### config.mk
export PLATFORM = sky130hd
export DESIGN_NAME = ps2_host_tx
export DESIGN_NICKNAME = d
export VERILOG_FILES = /design/src/rtl/ps2_pkg.sv /design/src/rtl/ps2_line_sync.sv /design/src/rtl/ps2_host_tx.sv
export SDC_FILE = /design/constraint.sdc
export NUM_CORES = 1
export LEC_CHECK = 0
export ABC_AREA = 1
export BUFFER_PORTS_ARGS = -buffer_cell sky130_fd_sc_hd__buf_4
export CAP_MARGIN = 20
export CORE_MARGIN = 2
export CORE_UTILIZATION = 30
export DETAILED_ROUTE_END_ITERATION = 8
export PLACE_DENSITY = 0.48
export SETUP_SLACK_MARGIN = 0.15
export SLEW_MARGIN = 25
export SYNTH_ARGS = -nofsm -noshare
export SYNTH_HDL_FRONTEND = slang
export SYNTH_SLANG_ARGS = --single-unit
### constraint.sdc
create_clock -name CLOCK -period 2.45 [get_ports CLOCK]
set_clock_uncertainty 0.05 [all_clocks]
set_input_delay 0.6125 -clock CLOCK [delete_from_list [all_inputs] [get_ports CLOCK]]
set_output_delay 0.6125 -clock CLOCK [all_outputs]
set_load 0.02 [all_outputs]
### src/rtl/ps2_pkg.sv
// Shared PS/2 definitions for the host transmitter and the keyboard receiver.
package ps2_pkg;

  localparam int unsigned START_HOLD     = 16;
  localparam int unsigned PS2_FRAME_BITS = 11;
  localparam int unsigned BIT_IDX_W      = 4;

  typedef enum logic [2:0] {
    IDLE,
    INHIBIT,
    START,
    SEND,
    ACK,
    WAIT_IDLE,
    ERR
  } ps2_state_e;

  // Odd parity: the parity bit makes the total count of ones odd.
  function automatic logic odd_parity(input logic [7:0] d);
    return ~^d;
  endfunction

endpackage

### src/rtl/ps2_line_sync.sv
// Two-flop synchronizer for the PS/2 clock and data lines, with a clock falling-edge flag.
module ps2_line_sync (
  input  logic clk,
  input  logic rst,
  input  logic ps2_clk_in,
  input  logic ps2_data_in,
  output logic clk_s,
  output logic data_s,
  output logic clk_fe
);

  logic clk_m;
  logic data_m;

  // Lines idle high, so reset to 1 to avoid a spurious edge after reset.
  always_ff @(posedge clk or posedge rst) begin
    if (rst) begin
      clk_m  <= 1'b1;
      clk_s  <= 1'b1;
      data_m <= 1'b1;
      data_s <= 1'b1;
      clk_fe <= 1'b0;
    end else begin
      clk_m  <= ps2_clk_in;
      clk_s  <= clk_m;
      data_m <= ps2_data_in;
      data_s <= data_m;
      clk_fe <= clk_s & ~clk_m;
    end
  end

endmodule

### src/rtl/ps2_host_tx.sv
// PS/2 host-to-device transmitter: inhibit, start bit, device-clocked byte/parity/stop, ack check.
module ps2_host_tx
  import ps2_pkg::*;
#(
  parameter int unsigned INHIBIT_CYCLES = 4800,
  parameter int unsigned TIMEOUT_CYCLES = 720000
) (
  input  logic       CLOCK,
  input  logic       RESET,
  input  logic [7:0] TX_DATA,
  input  logic       TX_REQ,
  output logic       TX_BUSY,
  output logic       TX_DONE,
  output logic       TX_ERR,
  input  logic       PS2_CLK_IN,
  input  logic       PS2_DATA_IN,
  output logic       PS2_CLK_OE,
  output logic       PS2_DATA_OE
);

  localparam int unsigned HOLD_MAX = (INHIBIT_CYCLES > START_HOLD) ? INHIBIT_CYCLES : START_HOLD;
  localparam int unsigned HOLD_W   = $clog2(HOLD_MAX + 1);
  localparam int unsigned WD_W     = $clog2(TIMEOUT_CYCLES + 1);
  localparam logic [BIT_IDX_W-1:0] PAR_IDX  = BIT_IDX_W'(PS2_FRAME_BITS - 3);
  localparam logic [BIT_IDX_W-1:0] STOP_IDX = BIT_IDX_W'(PS2_FRAME_BITS - 2);

  ps2_state_e           state, state_nx;
  logic [HOLD_W-1:0]    hold_cnt, hold_nx;
  logic [WD_W-1:0]      wd_cnt, wd_nx, wd_inc;
  logic [BIT_IDX_W-1:0] bit_idx, idx_nx;
  logic [7:0]           tx_byte, byte_nx;
  logic                 clk_oe_nx, data_oe_nx, busy_nx, done_nx, err_nx;
  logic                 clk_s, data_s, clk_fe;
  logic                 watched;

  ps2_line_sync u_sync (
    .clk        (CLOCK),
    .rst        (RESET),
    .ps2_clk_in (PS2_CLK_IN),
    .ps2_data_in(PS2_DATA_IN),
    .clk_s      (clk_s),
    .data_s     (data_s),
    .clk_fe     (clk_fe)
  );

  // State, counters and output registers.
  always_ff @(posedge CLOCK or posedge RESET) begin
    if (RESET) begin
      state       <= IDLE;
      hold_cnt    <= '0;
      wd_cnt      <= '0;
      bit_idx     <= '0;
      tx_byte     <= '0;
      PS2_CLK_OE  <= 1'b0;
      PS2_DATA_OE <= 1'b0;
      TX_BUSY     <= 1'b0;
      TX_DONE     <= 1'b0;
      TX_ERR      <= 1'b0;
    end else begin
      state       <= state_nx;
      hold_cnt    <= hold_nx;
      wd_cnt      <= wd_nx;
      bit_idx     <= idx_nx;
      tx_byte     <= byte_nx;
      PS2_CLK_OE  <= clk_oe_nx;
      PS2_DATA_OE <= data_oe_nx;
      TX_BUSY     <= busy_nx;
      TX_DONE     <= done_nx;
      TX_ERR      <= err_nx;
    end
  end

  // Next state; outputs are decoded from the next state so they change with it.
  always_comb begin
    state_nx   = state;
    hold_nx    = hold_cnt;
    wd_nx      = wd_cnt;
    idx_nx     = bit_idx;
    byte_nx    = tx_byte;
    data_oe_nx = PS2_DATA_OE;
    clk_oe_nx  = 1'b0;
    busy_nx    = 1'b0;
    done_nx    = 1'b0;
    err_nx     = 1'b0;
    wd_inc     = (&wd_cnt) ? wd_cnt : wd_cnt + WD_W'(1);
    watched    = (state == SEND) || (state == ACK) || (state == WAIT_IDLE);

    if (watched) wd_nx = clk_fe ? '0 : wd_inc;

    case (state)
      IDLE: begin
        if (TX_REQ) begin
          state_nx = INHIBIT;
          byte_nx  = TX_DATA;
          hold_nx  = '0;
          wd_nx    = '0;
          idx_nx   = '0;
        end
      end
      INHIBIT: begin
        if (hold_cnt == HOLD_W'(INHIBIT_CYCLES - 1)) begin
          state_nx = START;
          hold_nx  = '0;
        end else begin
          hold_nx = hold_cnt + HOLD_W'(1);
        end
      end
      START: begin
        if (hold_cnt == HOLD_W'(START_HOLD - 1)) begin
          state_nx = SEND;
          hold_nx  = '0;
          idx_nx   = '0;
          wd_nx    = '0;
        end else begin
          hold_nx = hold_cnt + HOLD_W'(1);
        end
      end
      SEND: begin
        if (clk_fe) begin
          idx_nx = bit_idx + BIT_IDX_W'(1);
          if (bit_idx < PAR_IDX)       data_oe_nx = ~tx_byte[bit_idx[2:0]];
          else if (bit_idx == PAR_IDX)  data_oe_nx = ~odd_parity(tx_byte);
          else if (bit_idx == STOP_IDX) state_nx = ACK;
          else                          state_nx = ERR;
        end
      end
      ACK: begin
        if (clk_fe) state_nx = data_s ? ERR : WAIT_IDLE;
      end
      WAIT_IDLE: begin
        if (clk_s && data_s) state_nx = IDLE;
      end
      ERR:     state_nx = IDLE;
      default: state_nx = IDLE;
    endcase

    // Device went quiet for too long.
    if (watched && !clk_fe && (wd_inc >= WD_W'(TIMEOUT_CYCLES))) state_nx = ERR;

    case (state_nx)
      IDLE, INHIBIT, ACK, ERR: data_oe_nx = 1'b0;
      START:                   data_oe_nx = 1'b1;
      default:                 ;
    endcase

    clk_oe_nx = (state_nx == INHIBIT) || (state_nx == START);
    busy_nx   = (state_nx != IDLE) && (state_nx != ERR);
    done_nx   = (state == WAIT_IDLE) && (state_nx == IDLE);
    err_nx    = (state_nx == ERR);
  end

endmodule

==> metrics.txt, run 1 <==
most common cell in the netlist nand2_1; non-filler cells, final 638; Port Buffers 17; Cell Rows 39; Top Family by Delay on Critical Path simple AND/OR/NAND/NOR gates; ranking of synthesized cells by area dfrtp_1 (38%), nand2_1 (11%), nor2_1 (6.8%); layout cells sized above 1 20.4%; Final Hold Viols 0; syn_nets 476; Final Net Count 508; Max Fclk 0.473 GHz; Mapped Area 3540 um2; HPWL Detailed 6210 um; critical register-to-register path endpoint PS2_DATA_OE$_DFFE_PP0P_; Hold Crit Class in2async; met2 Track Usage GR 23.4%; sequential-to-total area share from yosys stat 41.1%; final wirelength 8280 um; CP Launch Type flip-flop; CTS tree built; final setup fails 0; vias per std cell 4.76; largest net degree at the start of global routing 34; grt ovf 0; Synth Flop Type dfrtp_1; flop and latch count out of synthesis 58; Hold Slack 305 ps; Layout area overhead 21.1%; Core Area 11,500 um2; maxcap violations 0; drt pass-1 iters 4; Pleak 0.00195 uW; Worst-path clk slew 50 ps; GR peak layer met2; # DRC 0; FF-to-FF Start wd_cnt[1]$_DFF_PP0_; Synth area leader dfrtp_1; Die Area 12,700 um2; outcome completed; GR Util All Layers 14.0%; Mean Syn Cell Area 7.74 um2; htree depth 3; per-cell routed wire length 13.0 um; EDFF count, synth 0; critical path's largest stage delay 410 ps; pwr/cell area 598 nW/um2; Levels on crit path 14; vias in the first global route 3,018; async set or reset register ratio after synthesis 100%; Worst R2R Setup Slack 340 ps; synth unique cells 42; RSZ-0062 raised after global routing false; Max clock buf depth 2; max-slew violation total from the final report 0; Worst EP arrival 2270 ps; most used cell, CP nand2_2; Root Buffer clkbuf_16; Max VDD drop 0.000238 V; Crit-path slowest cell dfrtp_1; Reg2Reg Depth 14; Die Y 113 um; clk_lat worst skew 320 ps; FF/Latch Area 1460 um2; M3 GR Usage 2.84%; Multi-input gate area 1870 um2; crit path max fanout 7; grt met1 use 18.2%; synth cell count leaders nand2_1 (100), nor2_1 (64), dfrtp_1 (54); actual slew at the worst max-slew pin 574 ps; relative slew slack 61.6%; Routed Antenna Nets 0; initial drt markers 141; Syn Inst Count 458; setup_tns 0 ps; fillers 1,167; Total Power 2570 uW; Critical Path, Cell by Cell ha_4, nand2_2, nor2_4, nand2_4, nor2_4, nand3_2, nand3b_1, nand3_1, nor2_1, nand2_2, nand2_2, inv_2, o21ai_2, a21oi_2; final period utilization 86.2%; CTS buffer count 9; Clock Sinks 58; Starting Density 30.9%; Ys Warns 0; via count 3,038; Crit. End Element flip-flop; Min Clock Period, post-route 2110 ps; first-pass GRT wire length 14,500 um; CP Data Required Time 2600 ps; Die W 113 um; Synth top area share 38.1%; antenna cells 0; antenna violations before repair 0; critical path class reg2reg; Buffers & Inverters on Critical Path 1; final RePlAce weighted congestion 0.898; placed cell count 621; I/O pin count 18; Hold Buf Count CTS 0
flip-flops by register name, summed over array words and instances (netlist names), 3 cells and up:
| register | count |
|---|---|
| bit_idx | 4 |
| hold_cnt | 13 |
| state | 3 |
| tx_byte | 8 |
| wd_cnt | 20 |
stage by stage:
| stage | util (%) | setup slack (ps) | instance area (um2) |
|---|---|---|---|
| after global routing | 37.4 | 155 | 4290 |
| after CTS | 37.1 | 208 | 4260 |
| after global placement | 33.9 | 304 | 3890 |
| final | 37.4 | 337 | 4290 |
| after detailed placement | 33.9 | 225 | 3890 |
| after floorplan | - | 366 | 3540 |
timing repair:
item,4_1_cts,5_1_grt
setup endpoints to repair,0,9
resized for setup,0,6
setup buffers,0,1
logic make-up (layout without fill, tap and decap cells):
group	after synthesis	after routing	share of synthesized area [%]
fa+ha+maj	5	5	1.76
buf+inv	63	100	6.88
xor+xnor	14	14	3.46
flops	58	58	41.1
compound gates	64	64	11.6
mux	8	8	2.54
simple gates	246	246	32.7
where the power goes:
group | internal (uW) | switching [uW]
combinational | 15.8 | 22.9
sequential | 966 | 3.73
clock | 1120 | 436
total | 2100 | 463
final cells by class:
class,instances,share of cell area [%]
Multi-Input combinational cell,337,43.6
Tap cell,143,4.17
Clock buffer,11,5.66
Sequential cell,58,34.0
Inverter,60,5.25
Timing Repair Buffer,24,4.49
Clock inverter,5,2.92
layer usage:
metal | part of all wire (%) | up-vias
met4 | 1.0 | 0
met5 | 0 | -
met2 | 48 | 61
met3 | 4.0 | 8
li1 | - | 1559
met1 | 47 | 1410
worst max path at each step:
stage                                  from                 endpoint
floorplan                             RESET     PS2_CLK_OE$_DFF_PP0_
global placement        wd_cnt[0]$_DFF_PP0_        TX_BUSY$_DFF_PP0_
detailed placement      wd_cnt[0]$_DFF_PP0_        TX_BUSY$_DFF_PP0_
CTS                     wd_cnt[0]$_DFF_PP0_  PS2_DATA_OE$_DFFE_PP0P_
global route        hold_cnt[0]$_DFFE_PP0P_  hold_cnt[5]$_DFFE_PP0P_
finish                  wd_cnt[1]$_DFF_PP0_  PS2_DATA_OE$_DFFE_PP0P_
cells in the final DEF, fill, tap and decap left out, types with 8 or more instances in the layout:
cell type,Yosys,routed
nand2_1,100,100
nor2_1,64,63
dfrtp_1,54,53
inv_1,52,51
nand3_1,28,27
a21oi_1,27,27
buf_4,0,23
nor3_1,11,11
inv_2,8,9
o21ai_0,9,9
xor2_1,9,9
clkbuf_16,0,9
nand2_2,8,8
mux2_2,8,8
(Power assumes the default switching activity.)
==> run 2, diff against run 1 <==
--- a/config.mk
+++ b/config.mk
@@ -8,6 +8,7 @@
 export ABC_AREA = 1
 export BUFFER_PORTS_ARGS = -buffer_cell sky130_fd_sc_hd__buf_4
 export CAP_MARGIN = 20
+export CORE_ASPECT_RATIO = 1.75
 export CORE_MARGIN = 2
 export CORE_UTILIZATION = 30
 export DETAILED_ROUTE_END_ITERATION = 8
==> run 2 against run 1 <==
Net effect: die area up 0.27%; largest cell class unchanged; first-iteration DRC count fell by 31%; clock power fell by 9.6%; cell count down 0.63%; largest power group unchanged; sequential share of layout area barely moved; non-clock buffer count grew 4; combinational power is 4% higher; sequential power barely moved; critical path depth is the same.
==> metrics.txt, run 2 (synthesized netlist as in run 1, its figures left out) <==
Seq pwr share 40.1%; register name with the most flops wd_cnt; max-slew violation total from the final report 0; dpl ws 210 ps; layout cells sized above 1 21.6%; CTS buffer count 9; post-route setup slack 330 ps; Max VDD drop 0.000429 V; Reg2Reg Depth 14; Worst EP arrival 2280 ps; switching share of power 19.3%; Final Cell Area 4300 um2; highest-count cells in the layout ignoring fill and taps nand2_1 (100), nor2_1 (63), dfrtp_1 (52); Max clock buf depth 2; Port Buffers 17; grt ovf 0; vias per std cell 4.94; final setup fails 0; setup_tns 0 ps; Hold Slack 291 ps; Starting Density 30.8%; GR Util All Layers 15.6%; vias in the first global route 3,216; Total Power 2420 uW; critical path class reg2reg; per-cell routed wire length 14.3 um; Final Hold Viols 0; relative slew slack 62.8%; final period utilization 86.5%; CTS tree built; RSZ-0062 raised after global routing true; Hold Crit Class in2async; Power Internal 1950 uW; outcome completed; CP Data Required Time 2610 ps; Clock Sinks 58; Routed Antenna Nets 0; largest registers wd_cnt: 20 flops, hold_cnt: 13 flops, tx_byte: 8 flops; critical register-to-register path endpoint PS2_CLK_OE$_DFF_PP0_; Worst-path clk slew 50 ps; Die Y 148 um; maxcap violations 0; Root Buffer clkbuf_16; htree depth 3; antenna violations before repair 0; first-pass GRT wire length 15,300 um; Min Clock Period, post-route 2120 ps; Cell Rows 52; Hold Buf Count CTS 0; clk_lat worst skew 330 ps; Max Fclk 0.472 GHz; Final Net Count 512; # DRC 0; Core Area 11,500 um2; final RePlAce weighted congestion 0.881; drt pass-1 iters 4; Clk pwr share 58.3%; commonest non-fill, non-tap cell in the layout nand2_1; Layout area overhead 21.2%; Die W 86.2 um; actual slew at the worst max-slew pin 557 ps; Pleak 0.00196 uW; max reg flops 20; sw power 468 uW; final wirelength 9080 um; Worst R2R Setup Slack 330 ps; via count 3,129; Die Area 12,700 um2; Gate power share 1.7%; FF-to-FF Start wd_cnt[1]$_DFF_PP0_; initial drt markers 97; Crit. End Element flip-flop; antenna cells 0; I/O pin count 18; largest net degree at the start of global routing 27; Post-DP Area 3890 um2; HPWL Detailed 7080 um; pwr/cell area 564 nW/um2; CP Launch Type flip-flop; crit path max fanout 7
[run 2: metrics by stage]
step                      cells  utilization [%]
after floorplan             458                -
after CTS                   630             36.7
final                       634             37.3
after global placement      614             33.8
after global routing        634             37.3
after detailed placement    614             33.8
[run 2: how the worst max path moves through the flow]
| stage | depth (start not counted) | endpoint | from |
|---|---|---|---|
| 2_1_floorplan | 1 | PS2_CLK_OE$_DFF_PP0_ | RESET |
| 3_3_place_gp | 14 | PS2_CLK_OE$_DFF_PP0_ | wd_cnt[0]$_DFF_PP0_ |
| 3_5_place_dp | 14 | PS2_CLK_OE$_DFF_PP0_ | wd_cnt[0]$_DFF_PP0_ |
| 4_1_cts | 14 | PS2_CLK_OE$_DFF_PP0_ | wd_cnt[0]$_DFF_PP0_ |
| 5_1_grt | 14 | TX_BUSY$_DFF_PP0_ | wd_cnt[1]$_DFF_PP0_ |
| 6_report | 14 | PS2_CLK_OE$_DFF_PP0_ | wd_cnt[1]$_DFF_PP0_ |
[run 2: routing by layer]
metal	part of all wire (%)	track usage, %	vias to the layer above	wire (um)
met5	0	0	-	0
met4	3.0	7.03	0	272
met3	2.5	3.52	18	231
met2	57	29.7	48	5210
met1	37	15.5	1495	3360
li1	-	-	1568	-
[run 2: area by class of cell]
| class | instances | area (um2) |
|---|---|---|
| Clock inverter | 4 | 72.6 |
| Tap cell | 135 | 169 |
| Multi-Input combinational cell | 337 | 1880 |
| Clock buffer | 12 | 267 |
| Fill cell | 1204 | 7220 |
| Inverter | 60 | 225 |
| Timing Repair Buffer | 28 | 223 |
| Sequential cell | 58 | 1460 |
[run 2: repair_timing]
| item | CTS | global route |
|---|---|---|
| setup buffers | 0 | 4 |
| endpoints found under the setup margin | 0 | 9 |
| resized for setup | 0 | 9 |
[run 2: critical path, cell delays in order, from the launching register on]
cell      delay (ps)
dfrtp_1          410
ha_4             190
nand2_2           70
nor2_4           120
nand2_4           90
nor2_4           120
nand3_2          190
nand3b_1         210
nand3_1           90
nor2_1           120
nand2_2           80
nand2_2          100
inv_2             80
nand2_2           70
a21oi_2           30
[run 2: power by group through the flow]
| stage | combinational [uW] | clock, uW | sequential [uW] |
|---|---|---|---|
| floorplan | 15.5 | 0 | 984 |
| global placement | 42.6 | 0 | 986 |
| detailed placement | 43.2 | 0 | 986 |
| CTS | 43.2 | 1450 | 969 |
| global route | 47.0 | 1490 | 970 |
| finish | 40.4 | 1410 | 970 |
